`src/rtl/player_draw_ctl.sv`:
```
`default_nettype none
// +--------------------------------------------------------------------------+
// | Module      : player_draw_ctl                                            |
// | Description : Three-stage sprite overlay for a VGA pixel stream, with    |
// |               mirrored-image select and a frame-based blink sequence.    |
// | Revision    : 1.0 - initial release                                      |
// +--------------------------------------------------------------------------+
module player_draw_ctl #(
  parameter int          SPRITE_SIZE  = 64,
  parameter logic [11:0] TRANSPARENT  = 12'hF0F,
  parameter int          BLINK_FRAMES = 60
) (
  input  logic        clk,
  input  logic        rst,
  input  logic [10:0] hcount_in,
  input  logic [10:0] vcount_in,
  input  logic        hsync_in,
  input  logic        vsync_in,
  input  logic        hblnk_in,
  input  logic        vblnk_in,
  input  logic [11:0] rgb_in,
  input  logic [11:0] xpos,
  input  logic [11:0] ypos,
  input  logic        facing_left,
  input  logic        blink_req,
  output logic [11:0] rom_addr,
  input  logic [11:0] rom_rgb,
  input  logic [11:0] rom_rgb2,
  output logic [10:0] hcount_out,
  output logic [10:0] vcount_out,
  output logic        hsync_out,
  output logic        vsync_out,
  output logic        hblnk_out,
  output logic        vblnk_out,
  output logic [11:0] rgb_out
);

  localparam logic [1:0] c_IDLE = 2'd0;
  localparam logic [1:0] c_SHOW = 2'd1;
  localparam logic [1:0] c_HIDE = 2'd2;
  localparam int         c_FCW  = $clog2(BLINK_FRAMES + 1);
  localparam logic [11:0] c_SIZE = 12'(SPRITE_SIZE);

  // Blink FSM state and counters
  logic [1:0]       r_state;
  logic [1:0]       w_state_next;
  logic [c_FCW-1:0] r_frame_cnt;
  logic [c_FCW-1:0] w_frame_cnt_next;
  logic [1:0]       r_phase_cnt;
  logic [1:0]       w_phase_next;
  logic             w_visible;

  // Per-frame latched parameters
  logic [11:0] r_x_l;
  logic [11:0] r_y_l;
  logic        r_face_l;
  logic        r_vis_l;

  // Stage 1 / stage 2 pipeline registers
  logic [10:0] r_s1_hcount, r_s2_hcount;
  logic [10:0] r_s1_vcount, r_s2_vcount;
  logic        r_s1_hsync,  r_s2_hsync;
  logic        r_s1_vsync,  r_s2_vsync;
  logic        r_s1_hblnk,  r_s2_hblnk;
  logic        r_s1_vblnk,  r_s2_vblnk;
  logic [11:0] r_s1_rgb,    r_s2_rgb;
  logic        r_s1_in_spr, r_s2_in_spr;
  logic        r_s1_vis,    r_s2_vis;
  logic        r_s1_face,   r_s2_face;

  // The frame-start pixel already belongs to the new frame, so it sees the
  // live position/facing/visibility; every later pixel uses the latched copy.
  logic        w_frame_start;
  logic [11:0] w_x, w_y;
  logic        w_face, w_vis;
  logic [11:0] w_h12, w_v12, w_dx, w_dy;
  logic        w_in_sprite;
  logic [11:0] w_pix;

  assign w_frame_start = (hcount_in == 11'd0) && (vcount_in == 11'd0);
  assign w_x    = w_frame_start ? xpos        : r_x_l;
  assign w_y    = w_frame_start ? ypos        : r_y_l;
  assign w_face = w_frame_start ? facing_left : r_face_l;
  assign w_vis  = w_frame_start ? w_visible   : r_vis_l;

  // Subtract only after the >= test, so x+SIZE beyond 4095 never wraps into a hit
  assign w_h12 = {1'b0, hcount_in};
  assign w_v12 = {1'b0, vcount_in};
  assign w_dx  = w_h12 - w_x;
  assign w_dy  = w_v12 - w_y;
  assign w_in_sprite = (w_h12 >= w_x) && (w_dx < c_SIZE) &&
                       (w_v12 >= w_y) && (w_dy < c_SIZE);

  assign w_pix = r_s2_face ? rom_rgb2 : rom_rgb;

  // Blink FSM state register with its frame and phase counters
  always_ff @(posedge clk) begin
    if (rst) begin
      r_state     <= c_IDLE;
      r_frame_cnt <= '0;
      r_phase_cnt <= '0;
    end else begin
      r_state     <= w_state_next;
      r_frame_cnt <= w_frame_cnt_next;
      r_phase_cnt <= w_phase_next;
    end
  end

  // Blink FSM next state: a request always wins over the frame-start step
  always_comb begin
    w_state_next     = r_state;
    w_frame_cnt_next = r_frame_cnt;
    w_phase_next     = r_phase_cnt;
    if (blink_req) begin
      w_state_next     = c_HIDE;
      w_frame_cnt_next = c_FCW'(BLINK_FRAMES);
      w_phase_next     = 2'd0;
    end else if (w_frame_start && (r_state != c_IDLE)) begin
      w_frame_cnt_next = r_frame_cnt - c_FCW'(1);
      w_phase_next     = r_phase_cnt + 2'd1;
      if (r_frame_cnt == c_FCW'(1)) begin
        w_state_next = c_IDLE;
      end else if (r_phase_cnt == 2'd3) begin
        w_state_next = (r_state == c_HIDE) ? c_SHOW : c_HIDE;
      end
    end
  end

  // Blink FSM output: sprite hidden only while in HIDE
  always_comb begin
    w_visible = 1'b1;
    if (r_state == c_HIDE) begin
      w_visible = 1'b0;
    end
  end

  // Latch position, facing and visibility once per frame to avoid tearing
  always_ff @(posedge clk) begin
    if (rst) begin
      r_x_l    <= '0;
      r_y_l    <= '0;
      r_face_l <= 1'b0;
      r_vis_l  <= 1'b1;
    end else if (w_frame_start) begin
      r_x_l    <= xpos;
      r_y_l    <= ypos;
      r_face_l <= facing_left;
      r_vis_l  <= w_visible;
    end
  end

  // Stage 1: hit test, ROM address and capture of the incoming pixel
  always_ff @(posedge clk) begin
    if (rst) begin
      rom_addr    <= '0;
      r_s1_hcount <= '0;
      r_s1_vcount <= '0;
      r_s1_hsync  <= 1'b0;
      r_s1_vsync  <= 1'b0;
      r_s1_hblnk  <= 1'b0;
      r_s1_vblnk  <= 1'b0;
      r_s1_rgb    <= '0;
      r_s1_in_spr <= 1'b0;
      r_s1_vis    <= 1'b0;
      r_s1_face   <= 1'b0;
    end else begin
      rom_addr    <= w_in_sprite ? {w_dy[5:0], w_dx[5:0]} : 12'h000;
      r_s1_hcount <= hcount_in;
      r_s1_vcount <= vcount_in;
      r_s1_hsync  <= hsync_in;
      r_s1_vsync  <= vsync_in;
      r_s1_hblnk  <= hblnk_in;
      r_s1_vblnk  <= vblnk_in;
      r_s1_rgb    <= rgb_in;
      r_s1_in_spr <= w_in_sprite;
      r_s1_vis    <= w_vis;
      r_s1_face   <= w_face;
    end
  end

  // Stage 2: wait out the ROM read latency
  always_ff @(posedge clk) begin
    if (rst) begin
      r_s2_hcount <= '0;
      r_s2_vcount <= '0;
      r_s2_hsync  <= 1'b0;
      r_s2_vsync  <= 1'b0;
      r_s2_hblnk  <= 1'b0;
      r_s2_vblnk  <= 1'b0;
      r_s2_rgb    <= '0;
      r_s2_in_spr <= 1'b0;
      r_s2_vis    <= 1'b0;
      r_s2_face   <= 1'b0;
    end else begin
      r_s2_hcount <= r_s1_hcount;
      r_s2_vcount <= r_s1_vcount;
      r_s2_hsync  <= r_s1_hsync;
      r_s2_vsync  <= r_s1_vsync;
      r_s2_hblnk  <= r_s1_hblnk;
      r_s2_vblnk  <= r_s1_vblnk;
      r_s2_rgb    <= r_s1_rgb;
      r_s2_in_spr <= r_s1_in_spr;
      r_s2_vis    <= r_s1_vis;
      r_s2_face   <= r_s1_face;
    end
  end

  // Stage 3: composite sprite over background and drive the outputs
  always_ff @(posedge clk) begin
    if (rst) begin
      hcount_out <= '0;
      vcount_out <= '0;
      hsync_out  <= 1'b0;
      vsync_out  <= 1'b0;
      hblnk_out  <= 1'b0;
      vblnk_out  <= 1'b0;
      rgb_out    <= '0;
    end else begin
      hcount_out <= r_s2_hcount;
      vcount_out <= r_s2_vcount;
      hsync_out  <= r_s2_hsync;
      vsync_out  <= r_s2_vsync;
      hblnk_out  <= r_s2_hblnk;
      vblnk_out  <= r_s2_vblnk;
      if (r_s2_hblnk || r_s2_vblnk) begin
        rgb_out <= 12'h000;
      end else if (r_s2_in_spr && r_s2_vis && (w_pix != TRANSPARENT)) begin
        rgb_out <= w_pix;
      end else begin
        rgb_out <= r_s2_rgb;
      end
    end
  end

endmodule
`default_nettype wire

```
`config.mk`:
```
export PLATFORM = sky130hd
export DESIGN_NAME = player_draw_ctl
export DESIGN_NICKNAME = d
export VERILOG_FILES = /design/src/rtl/player_draw_ctl.sv
export SDC_FILE = /design/constraint.sdc
export NUM_CORES = 1
export LEC_CHECK = 0
export CAP_MARGIN = 20
export CORE_ASPECT_RATIO = 0.9
export CORE_MARGIN = 4
export CORE_UTILIZATION = 50
export DETAILED_ROUTE_END_ITERATION = 8
export GPL_TIMING_DRIVEN = 0
export MAX_ROUTING_LAYER = met4
export PLACE_DENSITY = 0.79
export SETUP_SLACK_MARGIN = 0.02
export SYNTH_ARGS = -nofsm -noshare
export SYNTH_HDL_FRONTEND = slang
export SYNTH_SLANG_ARGS = --single-unit
```
`constraint.sdc`:
```
create_clock -name clk -period 6.7 [get_ports clk]
set_input_delay 1.34 -clock clk [delete_from_list [all_inputs] [get_ports clk]]
set_output_delay 1.34 -clock clk [all_outputs]
set_load 0.02 [all_outputs]
```
======== After elaboration in Yosys (flattened, before gate mapping) ========
Index checks and enable logic that the tools add are counted.
word-level totals
  register bits ........................... 167
  latch bits .............................. 0
  RAM bits ................................ 0
  bits in read-only memories .............. 0
  input bits .............................. 90
  memories ................................ 0
operators by class
  add/sub/neg operators ................... 4
  multipliers ............................. 0
  divide/modulo/power cells ............... 0
  $lt $le $gt $ge ......................... 4
  equality and inequality tests ........... 4
  shift operators ......................... 0
  muxes and demuxes ....................... 13
  bitwise gates (word level) .............. 1
  reduce and logical (&&, ||, !) cells .... 19
operators by type and width
  kind                    count
  $mux W12                4
  $ge A11 B12 Y1          2
  $lt A12 B7 Y1 const B   2
  $sub A11 B12 Y12        2
  $logic_not A11 Y1       2
  $mux W6                 2
  $ne A12 B12 Y1 const B  1
  $mux W2                 5
  $logic_and A1 B1 Y1     7
  $eq A6 B1 Y1 const B    1
  $reduce_bool A2 Y1      3
  $reduce_or A2 Y1        3
  $sub A6 B1 Y6 const B   1
  $eq A2 B2 Y1 const B    2
  $reduce_and A2 Y1       2
  $reduce_bool A3 Y1      1
  $add A2 B1 Y2 const B   1
  $mux W1                 2
  $logic_or A1 B1 Y1      1
  $not A1 Y1              1

======== Longest topological paths before layout ========
  depth after elaboration ................. 10
  mapped depth ............................ 16
  gate-level depth less buffers ........... 15

======== Least setup slack after synthesis ========
No wires, ideal clock.
  kind .................................... input to register
  start ................................... in hcount_in[4]
  end ..................................... reg rom_addr[7]
  setup time .............................. 0.060 ns
  arrival ................................. 5.269 ns
  data required time ...................... 6.640 ns
  slack ................................... 1.371 ns
  cell stages on the path ................. 15
  cells stage by stage .................... or4_4 nor4_4 clkbuf_1 mux2_2 ha_1 fa_1 nand2b_1 a21oi_1 nand2_1 mux2i_1 or3_1 or4_1 a21oi_2 buf_4 and3b_1
on the way
  elaborated cells between the ends (all ways) .. 15
  those cells by class .................... add/sub: 2; order compare: 4; mux: 2; bitwise: 1; reduce/logical: 6
RTL lines
  element                                               RTL line  source
  from (decl)                                           15        input logic [10:0] hcount_in,
  $logic_not A11 Y1 (*)                                 80        assign w_frame_start = (hcount_in == 11'd0) && (vcount_in == 11'd0);
  $logic_and A1 B1 Y1 (*)                               80
  $mux W12 (*)                                          --
  named net w_y[0]                                      74        logic [11:0] w_x, w_y;
  $sub A11 B12 Y12 or $ge A11 B12 Y1 (tied branches)    90, 92
  $lt A12 B7 Y1 or $logic_and A1 B1 Y1 (tied branches)  92, 91
  $logic_and A1 B1 Y1                                   92        (w_v12 >= w_y) && (w_dy < c_SIZE);
  $not A1 Y1 (no line)                                  --
  $reduce_or A2 Y1 (no line)                            --
  to (signal assigned)                                  167       rom_addr <= w_in_sprite ? {w_dy[5:0], w_dx[5:0]} : 12'h000;
  to (decl)                                             26        output logic [11:0] rom_addr,
Mark *: on every way through the listed nets, which the timed path passes. The rest lies on a longest branch.
A chain may end at the register's enable or synchronous reset.

======== Worst setup path in the final report ========
  start ................................... in vcount_in[1]
  end ..................................... reg rom_addr[8]
on the way
  longest elaborated chain between the ends .. 10
  elaborated cells between the ends (all ways) .. 15
  those cells by class .................... add/sub: 2; order compare: 4; mux: 2; bitwise: 1; reduce/logical: 6
ends and longest elaborated chain
  element                           RTL line  source
  from (decl)                       16        input logic [10:0] vcount_in,
  $logic_not A11 Y1                 80
  $logic_and A1 B1 Y1               80
  $mux W12                          --
  $sub A11 B12 Y12                  89        assign w_dx = w_h12 - w_x;
  $lt A12 B7 Y1                     91        assign w_in_sprite = (w_h12 >= w_x) && (w_dx < c_SIZE) &&
  $logic_and A1 B1 Y1 (2 in a row)  91
  $logic_and A1 B1 Y1               92
  $not A1 Y1 (no line)              --
  $reduce_or A2 Y1 (no line)        --
Several ways; a longest one is shown, not always the timed one.

==> run_results.csv <==
group,metric,value,unit
timing,fin_crit,6.24,ns
logic_synthesis,yosysWarnings,0,
placement,gp_congestion,0.962,
layout,final_cell_mix,"167 x dfxtp_1, 138 x clkdlybuf4s50_1, 108 x nor2b_1, 58 x nor2_1, 37 x mux2i_1",
logic_synthesis,async_flop_share,0,
logic_synthesis,synth_xor_area_frac,0.0182,
layout,antennaDiodeCount,0,
floorplanning,core-area,0.0122,mm2
logic_synthesis,synthAdderAreaFrac,0.0564,
drt,dr.pass1.iters,5,
placement,io_buffers,138,
logic_synthesis,syn_avg_cell_area,10.3,um2
layout,drive_above_1_share,0.0553,
critical_path,worstPathMaxFanout,10,
critical_path,end_kind,"register",
logic_synthesis,synth_area,0.00626,mm2
logic_synthesis,syn_nets,725,
run,maxCapViolCount,0,
pwr,power_frac_comb,0.091,
timing,fin_crit_sh,0.931,
pwr,pwr-share-seq,0.484,
pwr,pwr-share-clk,0.425,
logic_synthesis,synth_mux_area_frac,0.0646,
pwr,power.density,254,mW/mm2
clock_network,cts_root_buffer,"clkbuf_16",
global_route,track_usage,0.223,
layout,layout.cells.most_common,"dfxtp_1",
pwr,ir_worst_vdd,185,uV
pwr,p_leak,0.00321,uW
logic_synthesis,synth_edf_count,0,
layout,fillers,944,
clock_network,clk_pin_slew,0.06,ns
global_route,grt_pass1_vias,4938,
layout,nNetsFinal,882,
logic_synthesis,synth_seq_cells,167,
hold_path,hold_depth,1,
drt,wl_per_cell,16.4,um
logic_synthesis,synth_cells,608,
hold_path,hp-class,"reg -> reg",
critical_path,critPathRequiredTime,7.06,ns
critical_path,r2r_cells,12,
pwr,intPower,1630,uW
placement,dp_hpwl,11900,um
drt,vias,4809,
logic_synthesis,synth-compound-area-share,0.0852,
global_route,antenna_found_initial,0,
global_route,grt_max_degree,17,
floorplanning,die-area,0.0144,mm2
floorplanning,start_util,0.514,
placement,dp.cells,906,
drt,drc,0,
clock_network,clk_latency,0.42,ns
drt,dr.first_iter.drc_count,353,
timing,finalMaxSlewViolations,0,
critical_path,rrSetupSlack,3.26,ns
timing,hold_viol_final,0,
clock_network,cts_tree,"yes",
hold_path,hold_path_end,"vcount_out[7]",
global_route,grt_pass1_wl,24500,um
clock_network,htreeDepth,4,
timing,setup_violations,0,
critical_path,worstSetupPathType,"in -> reg",
pwr,p_switching,498,uW
drt,routed_wirelength,15300,um
logic_synthesis,ys_types,53,
hold_path,holdCritStartpoint,"r_s2_vcount[7]",
floorplanning,die_w,126,um
status,status,"complete, no violations",
logic_synthesis,synth_top_family_by_area,"simple AND/OR/NAND/NOR gates",
clock_network,postCtsHoldBufs,0,
layout,synthToLayoutAreaGrowth,34.3,%
timing,rsz0062_at_grt,"no",
critical_path,timing.rr.end,"rom_addr[8]",
critical_path,critPathArrivalTime,6.59,ns
timing,skew,0.00797,ns
timing,fmax,160,MHz
pwr,switching_share,0.234,
timing,worst_slew_pin_slew,0.701,ns
logic_synthesis,yosysSeqAreaShare,0.534,
floorplanning,boundaryPins,140,
logic_synthesis,synth-simple-area-share,0.214,
drt,viasPerCell,5.13,
timing,setup-tns-final,0,ns
clock_network,cts.sink_count,167,
clock_network,numCtsBuffers,17,
timing,slew_headroom,0.533,
drt,drtAntennaViolNets,0,
floorplanning,rows,38,
critical_path,r2r-start,"r_y_l[0]",
critical_path,cp-start-kind,"input pin",
layout,fin_cells,938,
clock_network,cts.path.max_buffers,2,
global_route,gr-total-overflow,0,
floorplanning,die_h,114,um
logic_synthesis,dominantRegCellSynth,"dfxtp_1",
## power groups by stage
stage                     clock network [uW]  logic, uW  registers, uW
after CTS                                921        194           1030
after global placement                     0        189           1050
after detailed placement                   0        192           1050
after floorplan                            0       84.9           1060
after global routing                     967        211           1030
final                                    905        194           1030
## per-layer routing
layer,vias to the layer above,share of wire,GRT usage
li1,2387,-,-
met1,2259,0.45,0.277
met2,139,0.48,0.358
met3,24,0.051,0.0541
met4,0,0.019,0.0801
met5,-,0,-
## sequential cells by signal, indices dropped and copies added, names as in the netlist, 2 cells and up, named ones only
register     flops
r_state          2
r_frame_cnt      6
r_s2_hcount     11
r_y_l           12
r_s2_rgb        12
vcount_out      11
rom_addr        12
r_x_l           11
hcount_out      11
r_phase_cnt      2
r_s1_rgb        12
r_s1_vcount     11
r_s2_vcount     11
rgb_out         12
r_s1_hcount     11
## final cells by class
cell class	instances	area, um2	area share
plain buffers	27	109	0.0130
clock buffers	21	470	0.0560
clock inverters	11	87.6	0.0104
inverters	17	63.8	0.00759
multi-input cells	397	2750	0.327
flip-flops and latches	167	3340	0.398
well taps	160	200	0.0238
repair buffers	138	1380	0.164
## what timing repair did
item	CTS	global route
resized for setup	0	3
endpoints found under the setup margin	0	13
setup buffers	0	0
## synthesized netlist by cell type (4+ instances only)
master	count	area share
a211oi_1	13	0.016
a21oi_1	20	0.016
a31oi_1	4	0.0040
and3_1	9	0.0090
and3b_1	5	0.0070
clkbuf_1	23	0.014
dfxtp_1	167	0.53
ha_1	25	0.050
inv_1	17	0.010
mux2i_1	37	0.059
nand2_1	15	0.0090
nand2b_1	7	0.0070
nand4_1	7	0.0070
nor2_1	58	0.035
nor2b_1	108	0.11
nor3_1	9	0.0072
nor4_1	6	0.0060
o211ai_1	4	0.0048
o21ai_0	12	0.0096
xnor2_1	6	0.0084
xor2_1	7	0.0098
## kinds of logic after synthesis
logic type      Yosys count
xor+xnor                 13
compound gates           80
flops                   167
mux                      40
fa+ha+maj                27
simple gates            237
buf+inv                  44
## worst max path at each step
stage / start / to / slack, ns / cells after the start
floorplan: hcount_in[4] / rom_addr[7] / 1.37 / 15
global placement: vcount_in[1] / rom_addr[7] / -0.34 / 17
detailed placement: vcount_in[1] / rom_addr[8] / -0.37 / 17
CTS: vcount_in[1] / rom_addr[8] / 0.04 / 17
global route: vcount_in[1] / rom_addr[11] / 0.12 / 17
finish: vcount_in[1] / rom_addr[8] / 0.46 / 17
## critical path, stage by stage
cell             delay [ns]
clkdlybuf4s50_1        0.50
nor4_2                 0.50
nand4_1                0.23
nor4_4                 0.29
clkbuf_2               0.35
buf_2                  0.38
mux2i_1                0.31
ha_1                   0.37
nand2b_1               0.14
nor2_1                 0.05
a2111oi_0              0.41
o2111ai_1              0.19
or3_1                  0.38
or4_1                  0.53
a21oi_2                0.23
buf_4                  0.21
and3_1                 0.17
## stage by stage
stage	util	setup slack (ns)	total power, uW	hold WS [ns]	instance area (um2)
after floorplan	-	1.37	1140	0.414	6260
after global placement	0.644	-0.342	1240	0.418	7840
after detailed placement	0.644	-0.373	1250	0.422	7840
after CTS	0.690	0.0406	2150	0.436	8400
after global routing	0.690	0.123	2210	0.451	8400
final	0.690	0.465	2130	0.432	8400
No activity file was read; power rests on OpenSTA's default activity.
